File: config.mk
export PLATFORM = sky130hd
export DESIGN_NAME = register_file_32x32
export DESIGN_NICKNAME = d
export VERILOG_FILES = /design/src/rtl/register_file_32x32.sv
export SDC_FILE = /design/constraint.sdc
export NUM_CORES = 2
export LEC_CHECK = 0
export CAP_MARGIN = 0
export CORE_MARGIN = 10
export CORE_UTILIZATION = 50
export DETAILED_ROUTE_END_ITERATION = 6
export MAX_ROUTING_LAYER = met4
export PLACE_DENSITY = 0.62
export SYNTH_ARGS = -nofsm -noshare
export SYNTH_HDL_FRONTEND = slang
export SYNTH_SLANG_ARGS = --single-unit
File: constraint.sdc
create_clock -name CLK -period 5.1 [get_ports CLK]
set_clock_uncertainty 0.2 [all_clocks]
set_input_delay 0.765 -clock CLK [delete_from_list [all_inputs] [get_ports CLK]]
set_output_delay 0.765 -clock CLK [all_outputs]
set_load 0.02 [all_outputs]
File: src/rtl/register_file_32x32.sv
// 32x32 register file: one write port (address decoded by DECODER_5x32), two registered read ports.
// Optional macro RF_BYPASS_EN forwards DATA_W to a read port that collides with the write address.

module DECODER_5x32 (
    input  logic [4:0]  I,
    output logic [31:0] D
);
    always_comb begin
        D    = '0;
        D[I] = 1'b1;
    end
endmodule

module register_file_32x32 #(
    parameter int unsigned               DATA_WIDTH  = 32,
    parameter logic [DATA_WIDTH-1:0]     RESET_VALUE = '0
) (
    input  logic                  CLK,
    input  logic                  RST,
    input  logic                  WRITE,
    input  logic [4:0]            ADDR_W,
    input  logic [DATA_WIDTH-1:0] DATA_W,
    input  logic                  READ,
    input  logic [4:0]            ADDR_R1,
    input  logic [4:0]            ADDR_R2,
    output logic [DATA_WIDTH-1:0] DATA_R1,
    output logic [DATA_WIDTH-1:0] DATA_R2
);
    logic [31:0]           w_dec;
    logic [31:0]           w_load_en;
    logic [DATA_WIDTH-1:0] r_regs [32];
    logic [DATA_WIDTH-1:0] w_rd1;
    logic [DATA_WIDTH-1:0] w_rd2;

    DECODER_5x32 u_wdec (
        .I (ADDR_W),
        .D (w_dec)
    );

    assign w_load_en = w_dec & {32{WRITE}};

    // Entry 0 is held at zero; its load enable is deliberately ignored.
    always_ff @(posedge CLK) begin
        if (RST) begin
            for (int unsigned i = 0; i < 32; i++) begin
                r_regs[i] <= (i == 0) ? '0 : RESET_VALUE;
            end
        end else begin
            for (int unsigned i = 0; i < 32; i++) begin
                if (w_load_en[i] && (i != 0)) begin
                    r_regs[i] <= DATA_W;
                end
            end
        end
    end

    always_comb begin
        w_rd1 = (ADDR_R1 == 5'd0) ? '0 : r_regs[ADDR_R1];
        w_rd2 = (ADDR_R2 == 5'd0) ? '0 : r_regs[ADDR_R2];
`ifdef RF_BYPASS_EN
        if (WRITE && (ADDR_W != 5'd0) && (ADDR_W == ADDR_R1)) begin
            w_rd1 = DATA_W;
        end
        if (WRITE && (ADDR_W != 5'd0) && (ADDR_W == ADDR_R2)) begin
            w_rd2 = DATA_W;
        end
`else
`endif
    end

    always_ff @(posedge CLK) begin
        if (RST) begin
            DATA_R1 <= '0;
            DATA_R2 <= '0;
        end else if (READ) begin
            DATA_R1 <= w_rd1;
            DATA_R2 <= w_rd2;
        end
    end
endmodule

==> key figures <==
Timing
  – Final Max Slew Viols: 0
  – Fmax: 319 MHz
  – Final hold vios: 0
  – Setup TNS: 0 ns
  – Slew @ Worst Pin: 1.31 ns
  – Crit share post-route: 61.4%
  – Setup ws final: 1.97 ns
  – Final setup vio count: 0
  – RSZ-0062 raised after global routing: false
  – Worst slew margin: 13.0%
  – Post-route minimum period: 3.13 ns

Logic synthesis
  – Synth Warn #: 0
  – Sequential area share after synthesis: 61.5%
  – Synth Register Bits: 1056
  – Netlist cell types: 46
  – Mapped Area: 50500 sq um
  – Async SR Flop Fraction: 0%
  – Post-synth EDFFs: 992
  – Syn Area/Cell: 16.2 sq um
  – Most numerous cell in the Yosys netlist: edfxtp_1
  – Synth cell count leaders: edfxtp_1 (992), nor2_1 (551), mux4_2 (453)
  – Most used DFF post-synth: edfxtp_1
  – Top cells by area, synth: edfxtp_1 (59%), mux4_2 (20%), nor2_1 (4.1%), mux2_2 (2.8%), dfxtp_1 (2.5%)
  – Largest area contributor in the netlist: edfxtp_1
  – Syn nets: 3167
  – Synth top area share: 59.0%
  – Cell count after synthesis: 3116

Placement
  – Post-place setup slack: 1.37 ns
  – RD Place Congestion: 0.880
  – DPL Wire Length: 99.8 mm
  – Placement Cell Area: 53400 sq um
  – Port Buffers: 114

Routing
  – Via/cell ratio: 6.91
  – First-pass DRT Iterations: 5
  – Remaining DRCs: 0
  – Final ANT Viol Nets: 0
  – Via count: 31500
  – First DRT Iteration DRCs: 4073
  – Total wire length: 161 mm
  – Wire per inst: 35.2 microns

Critical path
  – Kind of cell adding the most delay to the critical path: compound AO/OA/AOI/OAI gates
  – Arrival @ worst endpoint: 3.57 ns
  – Crit start category: input port
  – Setup CP Type: in -> reg
  – Crit path buf inv count: 1
  – CP endpoint kind: flip-flop
  – Cell chain of the critical path: buf_2, nor2_1, a21oi_2, o311a_1, a32o_1
  – Crit-path max FO: 22
  – WP data required: 5.54 ns
  – Slowest-stage cell, CP: a21oi_2
  – Crit path largest cell delay: 1.01 ns

Run status
  – Status: complete, no violations

CTS
  – Post-CTS sizing: 0
  – Hold Buf Count CTS: 0
  – CTS tree: yes
  – CTS Buf Count: 112
  – Root buf cell: clkbuf_16
  – Clock latency on the worst-skew pair: 0.71 ns
  – Clock sink count: 1056
  – H-Tree Depth: 3
  – Post-CTS Setup Inserts: 0
  – Clock transition at path regs: 0.06 ns
  – Clock Tree Buf Depth: 3

Worst hold path
  – Tightest Hold Check Type: reg -> reg

Power
  – Leak Pwr: 0.0189 uW
  – Pwr Total: 21200 uW
  – PwrDens: 372 nW/um^2
  – Maximum vdd drop: 292 uV

Cells and area
  – Area delta synth->final: 13.0%
  – Final design utilization: 57.0%
  – Final Instance Area: 57100 sq um
  – Ant diodes: 0
  – Area of the multi-input gates: 18100 sq um
  – Fill cells: 7704
  – Share of cells above drive strength 1: 28.9%
  – Final nets: 3220
  – FF/Latch Area: 31100 sq um

Global route
  – First-pass GRT wire length: 230 mm
  – Largest net degree at the start of global routing: 64
  – Initial antenna violation count: 0
  – Congestion Overflow GR: 0
  – Vias in the first global route: 32200
  – GR Util All Layers: 29.1%

Job
  – MaxCap Viol Count: 0

Floorplanning
  – DIE HEIGHT: 338 microns
  – Die area: 114000 sq um
  – Row count: 116
  – Die width: 338 microns
  – Starting Density: 50.4%
  – Core area: 100000 sq um
  – I/O pin count: 115
[cell usage in the layout (no fill, tap or decap), drive strengths merged, types with 4 or more instances in the layout]
cell type | synthesis | layout
bufinv | 0 | 11
dfxtp | 64 | 64
and2 | 5 | 5
a211oi | 46 | 46
edfxtp | 992 | 992
a22o | 72 | 72
nand2 | 59 | 59
o211ai | 13 | 13
nor3 | 6 | 6
o21bai | 29 | 29
clkdlybuf4s50 | 0 | 104
nor2b | 11 | 11
a22oi | 14 | 14
o21ai | 42 | 42
nand3b | 5 | 5
buf | 125 | 150
clkinv | 0 | 36
mux2 | 127 | 127
nor3b | 5 | 5
nand3 | 9 | 9
clkbuf | 190 | 155
o41ai | 5 | 5
nor2 | 551 | 551
clkinvlp | 0 | 4
o22ai | 46 | 46
nand2b | 52 | 52
inv | 34 | 38
mux2i | 46 | 46
a221o | 16 | 16
a221oi | 75 | 75
mux4 | 453 | 453
[logic make-up (layout without fill, tap and decap cells)]
logic type             Yosys count  count (layout)  share of synthesized area [%]
buffers and inverters          349             498                           3.00
multiplexers                   626             626                           24.0
AND/OR/NAND/NOR                715             715                           5.86
AO/OA/AOI/OAI                  370             370                           5.65
flip-flops                    1056            1056                           61.5
[layout make-up]
cell class                      instances  share of cell area, %
Timing Repair Buffer                  254                   4.20
Clock inverter                         55                   1.05
Inverter                               34                  0.224
Clock buffer                          155                   5.44
Sequential cell                      1056                   54.4
Multi-Input combinational cell       1711                   31.8
Tap cell                             1298                   2.85
[tightest hold or removal path: stages, from the launching register on]
cell	delay, ns
dfxtp_1	0.31
nand2_1	0.05
nand2_1	0.04
[registers in the layout, indices dropped and copies added, names as in the netlist]
name	cells
DATA_R1	32
r_regs	992
DATA_R2	32
[path summary, 6_finish.rpt]
check / from / endpoint / slack [ns] / cells after the start
worst max-delay path: ADDR_R2[4] / DATA_R2[21] / 1.97 / 5
worst min-delay path: DATA_R1[18] / DATA_R1[18] / 0.24 / 2
worst max register to register: r_regs[15][1] / DATA_R2[1] / 2.55 / 4
worst min register to register: DATA_R1[18] / DATA_R1[18] / 0.24 / 2
[metal layers]
metal	part of all wire [%]	wire (microns)	vias to the layer above	global-route usage, %
li1	-	-	12600	-
met1	38	60600	16500	37.8
met2	47	75600	2019	44.7
met3	9.8	15800	388	5.22
met4	5.4	8660	0	13.2
met5	0	0	-	-
[stage by stage]
stage               instances  hold slack, ns
global route             4563           0.262
floorplan                3116           0.317
finish                   4563           0.240
CTS                      4563           0.240
global placement         4352           0.227
detailed placement       4353           0.232
[power breakdown]
part	total [uW]	internal [uW]	switching, uW
logic	2520	1130	1400
clock network	8250	4810	3440
registers	10500	10100	333
total	21200	16100	5170
(Power assumes the default switching activity.)
